### config.mk
export PLATFORM = sky130hd
export DESIGN_NAME = h14tx_phy_start
export DESIGN_NICKNAME = d
export VERILOG_FILES = /design/src/rtl/h14tx_pkg.sv /design/src/rtl/h14tx_sync2.sv /design/src/rtl/h14tx_phy_start.sv
export SDC_FILE = /design/constraint.sdc
export NUM_CORES = 1
export LEC_CHECK = 0
export ABC_AREA = 1
export CORE_MARGIN = 1.5
export CORE_UTILIZATION = 30
export DETAILED_ROUTE_END_ITERATION = 16
export DONT_BUFFER_PORTS = 1
export SLEW_MARGIN = 10
export SYNTH_ARGS = -nofsm -noshare
export SYNTH_HDL_FRONTEND = slang
export SYNTH_SLANG_ARGS = --single-unit
### constraint.sdc
create_clock -name clk -period 4.1 [get_ports clk]
set_clock_uncertainty 0.05 [all_clocks]
set_input_delay 1.23 -clock clk [delete_from_list [all_inputs] [get_ports clk]]
set_output_delay 1.23 -clock clk [all_outputs]
set_load 0.03 [all_outputs]
### src/rtl/h14tx_pkg.sv
// rtl/h14tx_pkg.sv - shared types and helpers for the h14tx PHY start-up block
package h14tx_pkg;

  typedef enum logic [2:0] {
    ST_WAIT_LOCK = 3'd0,
    ST_SETTLE    = 3'd1,
    ST_SER_RESET = 3'd2,
    ST_FLUSH     = 3'd3,
    ST_RUN       = 3'd4,
    ST_FAULT     = 3'd5
  } phy_start_state_t;

  typedef struct packed {
    logic ser_rst;
    logic tmds_oe;
    logic video_en;
    logic ready;
    logic fault;
  } phy_start_out_t;

  // Largest of four timing parameters; sizes the shared phase counter.
  function automatic int max_of4(input int a, input int b, input int c, input int d);
    int m;
    m = a;
    if (b > m) m = b;
    if (c > m) m = c;
    if (d > m) m = d;
    return m;
  endfunction

  // Moore output decode: the serializer stays in reset until Flush, link is only up in Run.
  function automatic phy_start_out_t decode_outputs(input phy_start_state_t s);
    phy_start_out_t o;
    o = '0;
    case (s)
      ST_WAIT_LOCK, ST_SETTLE, ST_SER_RESET: o.ser_rst = 1'b1;
      ST_FAULT: begin
        o.ser_rst = 1'b1;
        o.fault   = 1'b1;
      end
      ST_RUN: begin
        o.tmds_oe  = 1'b1;
        o.video_en = 1'b1;
        o.ready    = 1'b1;
      end
      default: o = '0;
    endcase
    return o;
  endfunction

endpackage

### src/rtl/h14tx_sync2.sv
// rtl/h14tx_sync2.sv - two-flop synchronizer, async active-low reset to 0
module h14tx_sync2 (
  input  logic clk,
  input  logic rst_n,
  input  logic d,
  output logic q
);

  logic meta;

  // Two back-to-back flops resolve metastability on the asynchronous input.
  always_ff @(posedge clk or negedge rst_n) begin
    if (!rst_n) begin
      meta <= 1'b0;
      q    <= 1'b0;
    end else begin
      meta <= d;
      q    <= meta;
    end
  end

endmodule

### src/rtl/h14tx_phy_start.sv
// rtl/h14tx_phy_start.sv - TMDS PHY start-up sequencer; optional lock watch via H14TX_PHY_LOCK_WATCH_EN
module h14tx_phy_start
  import h14tx_pkg::*;
#(
  parameter int LOCK_STABLE_CYCLES  = 1024,
  parameter int SER_RST_CYCLES      = 16,
  parameter int FLUSH_CYCLES        = 8,
  parameter int LOCK_TIMEOUT_CYCLES = 65535
) (
  input  logic       clk,
  input  logic       rst_n,
  input  logic       pll_lock,
  input  logic       restart,
  output logic       ser_rst,
  output logic       tmds_oe,
  output logic       video_en,
  output logic       ready,
  output logic       fault,
  output logic [7:0] lock_loss_cnt
);

  localparam int CNT_W = $clog2(max_of4(LOCK_STABLE_CYCLES, SER_RST_CYCLES,
                                        FLUSH_CYCLES, LOCK_TIMEOUT_CYCLES)) + 1;

  localparam logic [CNT_W-1:0] STABLE_LAST  = CNT_W'(LOCK_STABLE_CYCLES - 1);
  localparam logic [CNT_W-1:0] SER_RST_LAST = CNT_W'(SER_RST_CYCLES - 1);
  localparam logic [CNT_W-1:0] FLUSH_LAST   = CNT_W'(FLUSH_CYCLES - 1);
  localparam logic [CNT_W-1:0] TIMEOUT_LAST = CNT_W'(LOCK_TIMEOUT_CYCLES - 1);

  phy_start_state_t state, state_nxt;
  logic [CNT_W-1:0] cnt, cnt_nxt;
  logic             pll_lock_s;
  logic [1:0]       sync_warm;
  phy_start_out_t   out_nxt;

  h14tx_sync2 u_lock_sync (
    .clk   (clk),
    .rst_n (rst_n),
    .d     (pll_lock),
    .q     (pll_lock_s)
  );

  // The synchronizer output only carries real information two edges after reset
  // release, so the WaitLock timeout window opens once this shifter fills.
  always_ff @(posedge clk or negedge rst_n) begin
    if (!rst_n) sync_warm <= 2'b00;
    else        sync_warm <= {sync_warm[0], 1'b1};
  end

  // Next-state and shared phase counter; lock loss wins over any terminal count.
  always_comb begin
    state_nxt = state;
    cnt_nxt   = cnt + CNT_W'(1);
    case (state)
      ST_WAIT_LOCK: begin
        if (pll_lock_s)                  state_nxt = ST_SETTLE;
        else if (!sync_warm[1])          cnt_nxt   = cnt;
        else if (cnt == TIMEOUT_LAST)    state_nxt = ST_FAULT;
      end
      ST_SETTLE: begin
        if (!pll_lock_s)                 state_nxt = ST_WAIT_LOCK;
        else if (cnt == STABLE_LAST)     state_nxt = ST_SER_RESET;
      end
      ST_SER_RESET: begin
        if (cnt == SER_RST_LAST)         state_nxt = ST_FLUSH;
      end
      ST_FLUSH: begin
        if (cnt == FLUSH_LAST)           state_nxt = ST_RUN;
      end
      ST_RUN: begin
        cnt_nxt = cnt;
`ifdef H14TX_PHY_LOCK_WATCH_EN
        if (!pll_lock_s)                 state_nxt = ST_WAIT_LOCK;
`endif
      end
      ST_FAULT: begin
        cnt_nxt = cnt;
        if (restart)                     state_nxt = ST_WAIT_LOCK;
      end
      default:                           state_nxt = ST_WAIT_LOCK;
    endcase
    if (state_nxt != state) cnt_nxt = '0;
    out_nxt = decode_outputs(state_nxt);
  end

  // State, counter and registered Moore outputs; reset drops the link at once.
  always_ff @(posedge clk or negedge rst_n) begin
    if (!rst_n) begin
      state    <= ST_WAIT_LOCK;
      cnt      <= '0;
      ser_rst  <= 1'b1;
      tmds_oe  <= 1'b0;
      video_en <= 1'b0;
      ready    <= 1'b0;
      fault    <= 1'b0;
    end else begin
      state    <= state_nxt;
      cnt      <= cnt_nxt;
      ser_rst  <= out_nxt.ser_rst;
      tmds_oe  <= out_nxt.tmds_oe;
      video_en <= out_nxt.video_en;
      ready    <= out_nxt.ready;
      fault    <= out_nxt.fault;
    end
  end

`ifdef H14TX_PHY_LOCK_WATCH_EN
  logic [7:0] loss_q;

  // Count each Run exit caused by lock loss, saturating at 255.
  always_ff @(posedge clk or negedge rst_n) begin
    if (!rst_n) begin
      loss_q <= 8'd0;
    end else if (state == ST_RUN && !pll_lock_s && loss_q != 8'hFF) begin
      loss_q <= loss_q + 8'd1;
    end
  end

  assign lock_loss_cnt = loss_q;
`else
  assign lock_loss_cnt = 8'd0;
`endif

endmodule

==> results of run 1 <==
## report_power, final
part	switching (mW)	internal (mW)
Combinational	0.116	0.0440
Sequential	0.0291	0.291
Clock	0.0860	0.0682
## Yosys cell counts
library cell   n
a31oi_4        1
buf_4         10
buf_6          2
conb_1         2
dfrtp_1       26
dfstp_2        1
ha_1           2
inv_1         25
inv_2          5
nand2_1       45
nand2_2        5
nand3_1       16
nand3_2        2
nand4_1        6
nor2_1        24
nor2_2         6
nor2_8         1
nor3_1        21
nor3_2         1
o21ai_0        4
o21ai_2        1
o21bai_1       3
xnor2_1        1
xor2_1         8
## cells in the final DEF, fill, tap and decap left out
master	instances
a31oi_4	1
clkbuf_8	3
clkinv_2	1
conb_1	9
dfrtp_1	26
dfstp_2	1
ha_1	2
inv_1	25
inv_2	5
nand2_1	45
nand2_2	5
nand3_1	16
nand3_2	2
nand4_1	6
nor2_1	24
nor2_2	6
nor2_8	1
nor3_1	21
nor3_2	1
o21ai_0	4
o21ai_2	1
o21bai_1	3
xnor2_1	1
xor2_1	8
## per-layer routing
metal	wire (um)	global-route usage	up-vias
li1	-	-	666
met1	1630	0.159	587
met2	1480	0.195	18
met3	109	0.0294	2
met4	10	0.0236	0
met5	0	0	-
## cells by family (layout without fill, tap and decap cells)
logic type               count (synthesis)  count (layout)  share of synthesized area
other                                    2               9                    0.00449
AND/OR/NAND/NOR                        127             127                      0.359
buffers and inverters                   42              34                      0.126
AO/OA/AOI/OAI                            9               9                     0.0434
XOR/XNOR                                 9               9                     0.0472
adder cells (fa/ha/maj)                  2               2                     0.0150
flip-flops                              27              27                      0.405
## flip-flops by register name, summed over array words and instances, names as in the netlist
| register | flops |
|---|---|
| cnt | 17 |
| fault | 1 |
| ready | 1 |
| ser_rst | 1 |
| state | 3 |
| sync_warm | 2 |
| u_lock_sync.meta | 1 |
| u_lock_sync.q | 1 |
## cell type report
cell class / count / area share
clock inverter: 1 / 0.00289
tap: 70 / 0.0505
multi-input combinational: 156 / 0.468
clock buffer: 3 / 0.0238
sequential: 27 / 0.390
inverter: 30 / 0.0649
## stage by stage
| step | worst slack, ns | hold slack, ns | util |
|---|---|---|---|
| 2_1_floorplan | 2.05 | 0.281 | - |
| 3_3_place_gp | 1.87 | 0.283 | 0.322 |
| 3_5_place_dp | 1.83 | 0.288 | 0.322 |
| 4_1_cts | 1.67 | 0.312 | 0.331 |
| 5_1_grt | 1.61 | 0.326 | 0.331 |
| 6_report | 1.69 | 0.311 | 0.331 |
## path summary, 6_finish.rpt
check / slack, ns / start / to
max in group asynchronous: 3.23 / rst_n / ser_rst
setup / recovery: 1.69 / ready / ready
setup reg to reg: 1.90 / cnt[0] / cnt[8]
min in group asynchronous: 0.58 / rst_n / cnt[15]
hold reg to reg: 0.31 / u_lock_sync.meta / u_lock_sync.q
hold / removal: 0.31 / u_lock_sync.meta / u_lock_sync.q
==> flow_summary.yaml, run 1 <==
cells_and_area:
  n_antenna_cell: 0
  register_area_um2: 677
  fillers: 577
  multi_input_area_um2: 811
  final_cell_area_um2: 1730
  areaGrowthSynthToFinish_pct: 3.74
  nets: 224
  stdcell_count: 287
  drive_gt1_frac: 0.124
synthesis:
  synth_area_um2: 1670
  synth_cell_types: 24
  synth_seq_cells: 27
  yosys_warnings: 0
  synthCells: 218
  ys_top_cells_by_area: "dfrtp_1 (39%), nand2_1 (10%), nor3_1 (6.3%)"
  ys_seq_area_frac: 0.405
  netlist.area_leader.share: 0.389
  synth.avg_cell_area_um2: 7.67
  yosys.area.top_type: "dfrtp_1"
clock_tree:
  clkTransAtPathRegs_ns: 0.10
  cts_hold_buffers: 0
  cts_tree: "done"
  cts.htree.levels: 1
  cts_setup_buffers: 0
  cts_max_path_buffers: 2
  cts-root-buf: "clkbuf_8"
  insertion_delay_ns: 0.28
  cts_resized: 0
  cts_buffers: 3
  cts_num_sinks: 27
routing:
  wl_per_cell_um: 11.3
  drc: 0
  viasPerCell: 4.44
  vias: 1273
  first_pass_iters: 4
  drtIter0Drc: 95
  ant_nets: 0
  drt_wl_total_um: 3230
placement:
  dp_cells: 283
  place_congestion: 0.790
  dpl.hpwl_um: 2390
  dpl_cell_area_um2: 1690
  port_buffers: 0
timing:
  post-route-min-period_ns: 2.41
  relSlewSlack: 0.482
  final.setup.tns_ns: 0
  rsz0062_at_grt: "no"
  max_slew.worst_pin.slew_ns: 0.778
  setup_viol: 0
  fin_crit_sh: 0.588
  fmaxAchievable_mhz: 415
  finalMaxSlewViolations: 0
  final_hold_viol_count: 0
die:
  fp.dieH_um: 77.6
  die_width_um: 77.6
  initial_utilization: 0.319
  die-area_um2: 6030
  core_region_area_um2: 5240
  rows: 26
  io_pins: 17
setup_path:
  cp_data_required_time_ns: 2.82
  endpoint_kind: "primary output"
  critPathLaunchType: "flop"
  crit_arrival_ns: 1.13
  worst-path-stages: 0
  path_class: "reg2out"
  path_max_fanout: 3
  reg2regPathDepth: 10
grt:
  grt_pass1_wl_um: 5790
  track_usage: 0.119
  grt_overflow: 0
  antenna_found_initial: 0
  grt_pass1_vias: 1288
  grt_max_degree: 28
power_and_ir_drop:
  p_total_mw: 0.634
  p_leak_nw: 0.839
  vdd_drop_max_uv: 165
  powerDensity_nw_per_um2: 365
job:
  maxCapViolations: 0
hold_path:
  hold_path_depth: 0
  hp-class: "reg2reg"
outcome:
  status: "completed"
Note: power is estimated with default switching activity, not from simulation.
==> run 2: changes to the inputs <==
- clock period: 4.1 -> 2.3 ns (I/O delays scaled with it)
==> run 2 against run 1 <==
  * First-iteration DRC count shrank 40%
  * Global-route usage shrank 0.66 points
  * Clock power grew 75%
  * Critical path type is now reg2reg
  * Largest cell class unchanged
==> flow_summary.yaml, run 2 (synthesized netlist as in run 1, its figures left out) <==
cells_and_area:
  most-common-layout-cells: "nand2_1 (45), dfrtp_1 (26), inv_1 (25)"
  nets: 226
  fillers: 569
  areaGrowthSynthToFinish_pct: 4.64
  regMostFlops: "cnt"
  top_regs: "cnt x17, state x3, sync_warm x2"
  final_common_cell: "nand2_1"
  n_antenna_cell: 0
  drive_gt1_frac: 0.132
  final_cell_area_um2: 1750
  largest_reg_flops: 17
timing:
  final_hold_viol_count: 0
  rsz0062_at_grt: "no"
  finalMaxSlewViolations: 0
  post-route-min-period_ns: 2.01
  fin_crit_sh: 0.875
  relSlewSlack: 0.635
  max_slew.worst_pin.slew_ns: 0.548
  final.setup.tns_ns: 0
  setup_viol: 0
  fmaxAchievable_mhz: 497
die:
  die-area_um2: 6030
  rows: 26
  core_region_area_um2: 5240
  fp.dieH_um: 77.6
  die_width_um: 77.6
  io_pins: 17
  initial_utilization: 0.319
hold_path:
  hp-class: "in2async"
placement:
  place_congestion: 0.801
  dpl.hpwl_um: 2320
  dpl_cell_area_um2: 1700
  port_buffers: 0
clock_tree:
  cts_hold_buffers: 0
  cts_setup_buffers: 0
  cts_buffers: 3
  clkTransAtPathRegs_ns: 0.09
  cts.htree.levels: 1
  cts_resized: 0
  cts_tree: "done"
  cts_max_path_buffers: 2
  cts_num_sinks: 27
  insertion_delay_ns: 0.28
  cts-root-buf: "clkbuf_8"
power_and_ir_drop:
  powerDensity_nw_per_um2: 641
  p_leak_nw: 0.850
  vdd_drop_max_uv: 289
  p_total_mw: 1.12
outcome:
  status: "completed"
job:
  maxCapViolations: 0
routing:
  drt_wl_total_um: 3050
  drtIter0Drc: 57
  viasPerCell: 4.41
  wl_per_cell_um: 10.5
  first_pass_iters: 4
  ant_nets: 0
  vias: 1275
  drc: 0
setup_path:
  path_max_fanout: 17
  reg2regPathDepth: 10
  path_class: "reg2reg"
  cp_data_required_time_ns: 2.40
  crit_top_cell: "nand2_1"
  slowest_stage: "a31oi_4"
  critPathLaunchType: "flop"
  worst-r2r-setup-slack_ns: 0.29
  regToRegEndpoint: "cnt[10]"
  cp_slowest_stage_delay_ns: 0.47
  critPathBufInv: 1
  endpoint_kind: "flop"
  crit_arrival_ns: 2.11
  timing.rr.start: "cnt[0]"
  cp_cell_sequence: "ha_1 > inv_1 > nor2_1 > nand2_1 > nor2_2 > nand2_1 > nand2_2 > nand3_2 > a31oi_4 > nor3_1"
  critPathTopFamily: "simple AND/OR/NAND/NOR gates"
grt:
  grt_max_degree: 28
  track_usage: 0.112
  grt_pass1_wl_um: 5370
  antenna_found_initial: 0
  grt_pass1_vias: 1256
  grt_overflow: 0
==> run 2: layout make-up <==
cell class,count,area (um^2),area share
Inverter,30,113,0.0644
Clock buffer,3,41.3,0.0236
Sequential cell,27,677,0.387
Tap cell,70,87.6,0.0501
Clock inverter,1,5.00,0.00286
Timing Repair Buffer,2,15.0,0.00858
Multi-Input combinational cell,156,811,0.464
==> run 2: power breakdown <==
group	internal [mW]	switching [mW]	total, mW	leakage (nW)
Combinational	0.0777	0.207	0.285	0.465
Sequential	0.518	0.0494	0.568	0.360
Clock	0.122	0.148	0.269	0.0255
==> run 2: per-stage QoR <==
stage | utilization | hold WS [ns] | setup slack (ns) | instances
after CTS | 0.334 | 0.0262 | 0.271 | 289
after floorplan | - | 0.281 | 0.552 | 225
final | 0.334 | 0.0429 | 0.287 | 289
after global placement | 0.325 | 0.283 | 0.351 | 285
after detailed placement | 0.325 | 0.288 | 0.285 | 285
after global routing | 0.334 | 0.0175 | 0.0931 | 289
==> run 2: routing by layer <==
metal,vias up,track usage,routed length [um]
met1,575,0.147,1590
met4,0,0.0309,26
met3,4,0.0353,129
met2,23,0.177,1300
met5,-,0,0
li1,673,-,-
==> run 2: worst max path at each step <==
stage	cells past startpoint	slack (ns)	startpoint	to
after floorplan	11	0.55	cnt[0]	cnt[9]
after global placement	10	0.35	cnt[0]	cnt[3]
after detailed placement	10	0.28	cnt[0]	cnt[4]
after CTS	10	0.27	cnt[0]	cnt[4]
after global routing	10	0.09	cnt[0]	cnt[4]
final	10	0.29	cnt[0]	cnt[10]
